File: src/rtl/uart_link_pkg.sv
// -----------------------------------------------------------------------------
// uart_link_pkg
// Shared definitions for the board-to-board serial link (transmit and receive
// sides): frame geometry, line levels, bit-in-character counter width and the
// transmit state encoding.
// -----------------------------------------------------------------------------
package uart_link_pkg;

    localparam int   FRAME_BITS = 10;    // start + 8 data + stop
    localparam logic START_BIT  = 1'b0;
    localparam logic STOP_BIT   = 1'b1;
    localparam int   BIC_W      = 4;     // holds 0..FRAME_BITS

    typedef enum logic {
        IDLE = 1'b0,
        SEND = 1'b1
    } tx_state_t;

    // Frame image as loaded into the transmit shifter; bit 0 leaves first.
    function automatic logic [FRAME_BITS-1:0] build_frame(input logic [7:0] data);
        return {STOP_BIT, data, START_BIT};
    endfunction

endpackage

File: src/rtl/bit_timer.sv
// -----------------------------------------------------------------------------
// bit_timer
// Counts clk cycles 0..CLKS_PER_BIT-1 while enabled and flags the terminal
// count. Used by the transmitter for bit periods and by the receiver for
// mid-bit sampling.
//
// Ports:
//   clk    : system clock
//   reset  : asynchronous, active-high reset (count to 0)
//   clear  : synchronous clear of the count (takes priority over enable)
//   enable : advance the count this cycle
//   tick   : high during the terminal-count cycle while enabled
// -----------------------------------------------------------------------------
module bit_timer #(
    parameter int CLKS_PER_BIT = 16
) (
    input  logic clk,
    input  logic reset,
    input  logic clear,
    input  logic enable,
    output logic tick
);

    localparam int CNT_W = (CLKS_PER_BIT > 1) ? $clog2(CLKS_PER_BIT) : 1;
    localparam logic [CNT_W-1:0] TERMINAL = CNT_W'(CLKS_PER_BIT - 1);

    logic [CNT_W-1:0] count_reg;

    assign tick = enable && (count_reg == TERMINAL);

    // Wrapping at terminal count keeps the counter inside its range, so the
    // minimal $clog2 width never overflows.
    always_ff @(posedge clk or posedge reset) begin
        if (reset) begin
            count_reg <= '0;
        end else if (clear) begin
            count_reg <= '0;
        end else if (enable) begin
            count_reg <= tick ? '0 : count_reg + 1'b1;
        end
    end

endmodule

File: src/rtl/uart_frame_sender.sv
// -----------------------------------------------------------------------------
// uart_frame_sender
// Serial transmit stage for the board-to-board link. A byte is captured into a
// holding register on load; transmit (sampled in IDLE) sends one 10-bit frame:
// start 0, data LSB first, stop 1, each bit held CLKS_PER_BIT cycles.
//
// Ports:
//   clk        : system clock
//   reset      : asynchronous, active-high reset
//   load       : capture data_in into the holding register
//   data_in    : byte to send
//   transmit   : start a frame (ignored while a frame is in flight)
//   serial_out : serial line, idles high, driven straight from a flop
//   bic        : bit-in-character, 0 in IDLE, 1..10 while sending bit 0..9
//   busy       : high while a frame is in flight
//   done       : one-cycle pulse on the last clk of the stop bit
// -----------------------------------------------------------------------------
module uart_frame_sender
    import uart_link_pkg::*;
#(
    parameter int CLKS_PER_BIT = 16
) (
    input  logic             clk,
    input  logic             reset,
    input  logic             load,
    input  logic [7:0]       data_in,
    input  logic             transmit,
    output logic             serial_out,
    output logic [BIC_W-1:0] bic,
    output logic             busy,
    output logic             done
);

    localparam logic [BIC_W-1:0] LAST_BIC = BIC_W'(FRAME_BITS);

    tx_state_t             state_reg, state_next;
    logic [7:0]            hold_reg,  hold_next;
    logic [FRAME_BITS-1:0] shift_reg, shift_next;
    logic [BIC_W-1:0]      bic_reg,   bic_next;
    logic                  tick;

    // Timer is held at zero in IDLE so every frame starts on a fresh period.
    bit_timer #(
        .CLKS_PER_BIT (CLKS_PER_BIT)
    ) u_bit_timer (
        .clk    (clk),
        .reset  (reset),
        .clear  (state_reg == IDLE),
        .enable (state_reg == SEND),
        .tick   (tick)
    );

    always_ff @(posedge clk or posedge reset) begin
        if (reset) begin
            state_reg <= IDLE;
            hold_reg  <= 8'h00;
            shift_reg <= '1;
            bic_reg   <= '0;
        end else begin
            state_reg <= state_next;
            hold_reg  <= hold_next;
            shift_reg <= shift_next;
            bic_reg   <= bic_next;
        end
    end

    always_comb begin
        state_next = state_reg;
        shift_next = shift_reg;
        bic_next   = bic_reg;
        hold_next  = load ? data_in : hold_reg;
        done       = 1'b0;

        case (state_reg)
            IDLE: begin
                if (transmit) begin
                    state_next = SEND;
                    // Same-cycle load bypasses the holding register.
                    shift_next = build_frame(load ? data_in : hold_reg);
                    bic_next   = BIC_W'(1);
                end
            end
            SEND: begin
                if (tick) begin
                    // Fill with stop level: after the last shift the line sits high.
                    shift_next = {STOP_BIT, shift_reg[FRAME_BITS-1:1]};
                    if (bic_reg == LAST_BIC) begin
                        state_next = IDLE;
                        bic_next   = '0;
                        done       = 1'b1;
                    end else begin
                        bic_next = bic_reg + 1'b1;
                    end
                end
            end
            default: begin
                state_next = IDLE;
            end
        endcase
    end

    // The shifter LSB is a flop output, so the line has no combinational path.
    assign serial_out = shift_reg[0];
    assign bic        = bic_reg;
    assign busy       = (state_reg == SEND);

endmodule

File: config.mk
export PLATFORM = sky130hd
export DESIGN_NAME = uart_frame_sender
export DESIGN_NICKNAME = d
export VERILOG_FILES = /design/src/rtl/uart_link_pkg.sv /design/src/rtl/bit_timer.sv /design/src/rtl/uart_frame_sender.sv
export SDC_FILE = /design/constraint.sdc
export NUM_CORES = 1
export LEC_CHECK = 0
export CORE_ASPECT_RATIO = 0.6
export CORE_MARGIN = 1
export CORE_UTILIZATION = 35
export CTS_BUF_LIST = sky130_fd_sc_hd__clkbuf_16
export DETAILED_ROUTE_END_ITERATION = 8
export GPL_TIMING_DRIVEN = 0
export PLACE_DENSITY_LB_ADDON = 0.12
export SLEW_MARGIN = 20
export SYNTH_ARGS = -nofsm -noshare
export SYNTH_HDL_FRONTEND = slang
export SYNTH_SLANG_ARGS = --single-unit
File: constraint.sdc
create_clock -name clk -period 1.92 [get_ports clk]
set_input_delay 0.192 -clock clk [delete_from_list [all_inputs] [get_ports clk]]
set_output_delay 0.192 -clock clk [all_outputs]
set_load 0.03 [all_outputs]
======== Word level (Yosys, flattened, before mapping) ========
Index checks and enable logic that the tools add are counted.
word-level totals
  register bits after elaboration ......... 27
  input bits .............................. 12
  output and inout bits ................... 7
  logic and storage cells ................. 31
cells by class
  $add $sub $neg .......................... 2
  eq/ne operators ......................... 4
  multiplexer cells ....................... 17
  bitwise gates (word level) .............. 1
  reductions and logical operators ........ 2
operators by type and width
  operator                                                                 count
  10-bit 2-to-1 mux                                                        2
  4-bit 2-to-1 mux                                                         5
  10-bit one-hot mux with 2 select lines                                   1
  4-bit by 1-bit adder with 4-bit output, second input constant            2
  4-bit == test, second input constant                                     2
  8-bit 2-to-1 mux                                                         1
  4-bit one-hot mux with 2 select lines                                    1
  1-bit 2-to-1 mux                                                         6
  2-bit by 1-bit inequality test with 1-bit output, second input constant  1
  2-bit inequality test, second input constant                             1
  1-bit one-hot mux with 2 select lines                                    1
  2-bit AND reduction                                                      1
  1-bit logical AND                                                        1
  1-bit inverter                                                           1

======== Depth between registers and ports, before layout ========
  depth after elaboration ................. 4
  mapped depth ............................ 6
  gate-level depth less buffers ........... 5

======== Cells and area by module ========
A second synthesis with hierarchy kept.
second synthesis, totals
  cell total of the unflattened synthesis .. 117
  area, all modules ....................... 1318.8 sq um
by module, submodules not included
  module             times used  cells each  area each (sq um)  seq. area each (sq um)
  uart_frame_sender  1           94          1107.3             561.8
  bit_timer          1           23          211.5              100.1

======== Least setup slack after synthesis ========
Ideal clock, no wire load.
  path kind ............................... register -> register
  from .................................... register state_reg (netlist: busy)
  to ...................................... register state_reg (netlist: busy)
  setup time .............................. 142 ps
  arrival time ............................ 1496 ps
  data required time ...................... 1778 ps
  slack ................................... 282 ps
  stages on the path, launching flop included .. 5
  path buffers ............................ 1
  period minus slack after synthesis ...... 1638 ps
  cells stage by stage .................... dfrtp_1 -> nand4_2 -> buf_6 -> nor3_2 -> o21ai_1
between the ends
  word-level cells in the longest chain between the ends .. 3
  elaborated cells between the ends (all ways) .. 4
  those cells by class .................... mux: 2; bitwise: 1; reduce/logical: 1
RTL lines
  element                                  line                     text
  start, declared                          uart_frame_sender.sv:36  tx_state_t state_reg, state_next;
  start signal, assigned                   uart_frame_sender.sv:60  state_reg <= state_next;
  1-bit logical AND                        bit_timer.sv:29          assign tick = enable && (count_reg == TERMINAL);
  1-bit 2-to-1 mux                         uart_frame_sender.sv:84  if (tick) begin
  1-bit one-hot mux with 2 select lines *  uart_frame_sender.sv:74  case (state_reg)
  net state_next                           uart_frame_sender.sv:36
The timed path passes the listed nets; every way through them passes the cells marked *.
A chain may end at the register's enable or synchronous reset.

======== Worst setup path in the final report ========
  from .................................... register u_bit_timer.count_reg[0]
  to ...................................... output done
between the ends
  word-level cells in the longest chain between the ends .. 4
RTL lines
  element                 line                     text
  start, declared         bit_timer.sv:27          logic [CNT_W-1:0] count_reg;
  start signal, assigned  bit_timer.sv:39          count_reg <= tick ? '0 : count_reg + 1'b1;
  4-bit == test           bit_timer.sv:29
  1-bit logical AND       bit_timer.sv:29
  1-bit 2-to-1 mux        uart_frame_sender.sv:84
  1-bit 2-to-1 mux        uart_frame_sender.sv:74
  end, declared           uart_frame_sender.sv:31  output logic done
No other way between the ends.

==> flow_summary_export.csv <==
group,metric,value,unit
status,outcome,"completed",
clock_network,cts_buffer_depth,2,
timing,fmax,557,MHz
logic_synthesis,netlist_top_cells_area,"dfrtp_1 36%, dfstp_2 20%, mux2_2 6.6%, a221o_1 5.1%, ha_1 3.2%",
logic_synthesis,synth_area,1190,µm²
timing,tns,0,ps
final_layout,diodes,0,
global_route,grt_pass1_wl,3820,µm
placed_design,dp_hpwl,1610,µm
timing,relSlewSlack,32.7,%
route,top_layer,"met4",
route,drt-initial-drc-count,76,
floorplanning,coreArea,3040,µm²
route,ant_nets,0,
global_route,grt_usage,14.2,%
global_route,grt_max_degree,27,
route,wl_per_cell,14.9,µm
floorplanning,die_height,47.1,µm
global_route,grt_pass1_vias,784,
route,wl_met1,1140,µm
power_and_ir_drop,leakagePower,0.652,nW
floorplanning,die_w,77.2,µm
route,dr.pass1.iters,4,
floorplanning,ios,19,
route,drc,0,
worst_setup_path,arrival,1600,ps
clock_network,root_buffer,"clkbuf_16",
worst_setup_path,reg2reg_from,"u_bit_timer.count_reg[0]",
clock_network,clkSinkCount,26,
logic_synthesis,synth_top_area_share,35.9,%
logic_synthesis,ys_async_sr_fraction,100,%
logic_synthesis,synth-seq-cells,26,
hold_path,min-delay-start,"load",
logic_synthesis,avgSynthCellArea,12.2,µm²
global_route,overflow,0,
worst_setup_path,cp_max_fo,10,
logic_synthesis,netlist_instances,97,
logic_synthesis,synth-seq-area-share,55.8,%
logic_synthesis,synth_nets,112,
floorplanning,die_area,3630,µm²
final_layout,area_growth,29.2,%
global_route,antenna_found_initial,0,
logic_synthesis,yosys_warnings,0,
logic_synthesis,synth-main-ff-cell,"dfrtp_1",
timing,tightest_slew,1010,ps
final_layout,fin_nets,134,
floorplanning,rows,15,
placed_design,postPlaceCellArea,1410,µm²
route,viasPerCell,5.37,
floorplanning,initial_utilization,39.0,%
route,dr_wl_met2,1090,µm
logic_synthesis,yosysTopAreaCell,"dfrtp_1",
clock_network,path_clk_slew,60,ps
final_layout,drive_gt1_share,26.3,%
clock_network,clk_latency,260,ps
worst_setup_path,critPathKind,"flop to output port",
power_and_ir_drop,vdd_drop_max,443,µV
placed_design,pre_cts_slack,-177,ps
worst_setup_path,cp-start-kind,"flop",
timing,final-hold-violation-count,0,
clock_network,cts_buffers,3,
route,finalWirelength,2390,µm
logic_synthesis,synth_edf_count,0,
final_layout,largest_register_ffs,9,
worst_setup_path,end_kind,"output port",
final_layout,fin_util,50.4,%
worst_setup_path,startpoint,"u_bit_timer.count_reg[0]",
power_and_ir_drop,powerDensity,815,nW/µm²
placed_design,gp_congestion,0.869,
timing,worst_slack,126,ps
route,dr_wl_met3,153,µm
timing,fin_crit,1790,ps
final_layout,final_area,1530,µm²
placed_design,portBuffers,17,
worst_setup_path,worstPathRequired,1730,ps
route,via_count,859,
timing,rsz0062_at_grt,"no",
timing,drv_slew,0,
run,max_cap_violations,0,
power_and_ir_drop,p_total,1.25,mW
timing,finalSetupViolCount,0,
timing,finalCritPeriodShare,93.4,%
timing,clock_skew,5.75,ps
hold_path,hold_path_class,"input port to flop",
logic_synthesis,ys_types,35,
clock_network,tritoncts,"built",
clock_network,htreeDepth,1,
## kinds of logic after synthesis
family	Yosys count	synth area share (%)
and+or+nand+nor	31	15.7
AOI/OAI and AO/OA	18	12.2
adders and majority gates	3	3.16
xor gates and xnor gates	1	0.739
DFF	26	55.8
muxes	8	7.60
buffers and inverters	10	4.75
## stage by stage
step | cells | hold slack (ps)
final | 160 | 347
after global routing | 160 | 379
after CTS | 160 | 349
after detailed placement | 156 | 456
after global placement | 156 | 442
after floorplan | 97 | 225
## area by class of cell
cell class | instances | area [µm²]
Fill cell | 281 | 1510
Sequential cell | 26 | 662
Multi-Input combinational cell | 61 | 489
Timing Repair Buffer | 17 | 168
Clock buffer | 3 | 75.1
Tap cell | 42 | 52.6
Buffer | 6 | 41.3
Clock inverter | 1 | 30.0
Inverter | 4 | 15.0
## placed cells by master (no fill, tap or decap), drive strengths merged, types with 2 or more instances in the layout
cell type and n:
nor2 3, inv 4, mux2 8, and3 7, and3b 2, clkdlybuf4s50 16, nand4 2, dfrtp 17
buf 5, clkbuf 5, nand2 6, nand3 7, dfstp 9, a221o 6, ha 3, o21ai 3
## timing repair
item | CTS | global route
endpoints found under the setup margin | 1 | 1
buffers inserted | 0 | 0
hold buffers | 0 | 0
resized for setup | 6 | 3
## worst paths after layout
path                       slack, ps  cells after the start            to
max                              130                      5          done
min                              350                      2   hold_reg[6]
max reg2reg                      400                      5  shift_reg[2]
min reg2reg                      460                      2  shift_reg[0]
max in group asynchronous        830                      2   hold_reg[6]
min in group asynchronous        470                      2        bic[3]
## Yosys cell counts (2+ instances only)
cell type	count
inv_1	4
nor2_1	3
mux2_2	7
and3_1	5
nand2_1	6
buf_6	2
buf_2	3
and3b_1	2
a221o_1	6
dfstp_2	9
dfrtp_1	17
nand3_1	7
ha_1	3
o21ai_1	2
## layer usage
metal / track usage [%] / vias to the layer above
met5: 0 / -
met4: 3.40 / 0
met3: 4.66 / 2
met2: 23.2 / 21
met1: 18.9 / 433
li1: - / 403
## critical path, cell delays in order, from the launching register on
cell	delay, ps
dfrtp_1	440
ha_4	200
nand4_4	110
buf_6	180
nor3_2	180
clkbuf_4	220
## power breakdown
part           total (mW)  leakage (nW)  switching [mW]  internal (mW)
clock               0.599        0.0511           0.184          0.415
sequential          0.580         0.299         0.00652          0.573
combinational      0.0699         0.303          0.0298         0.0402
Note: power is estimated with default switching activity, not from simulation.
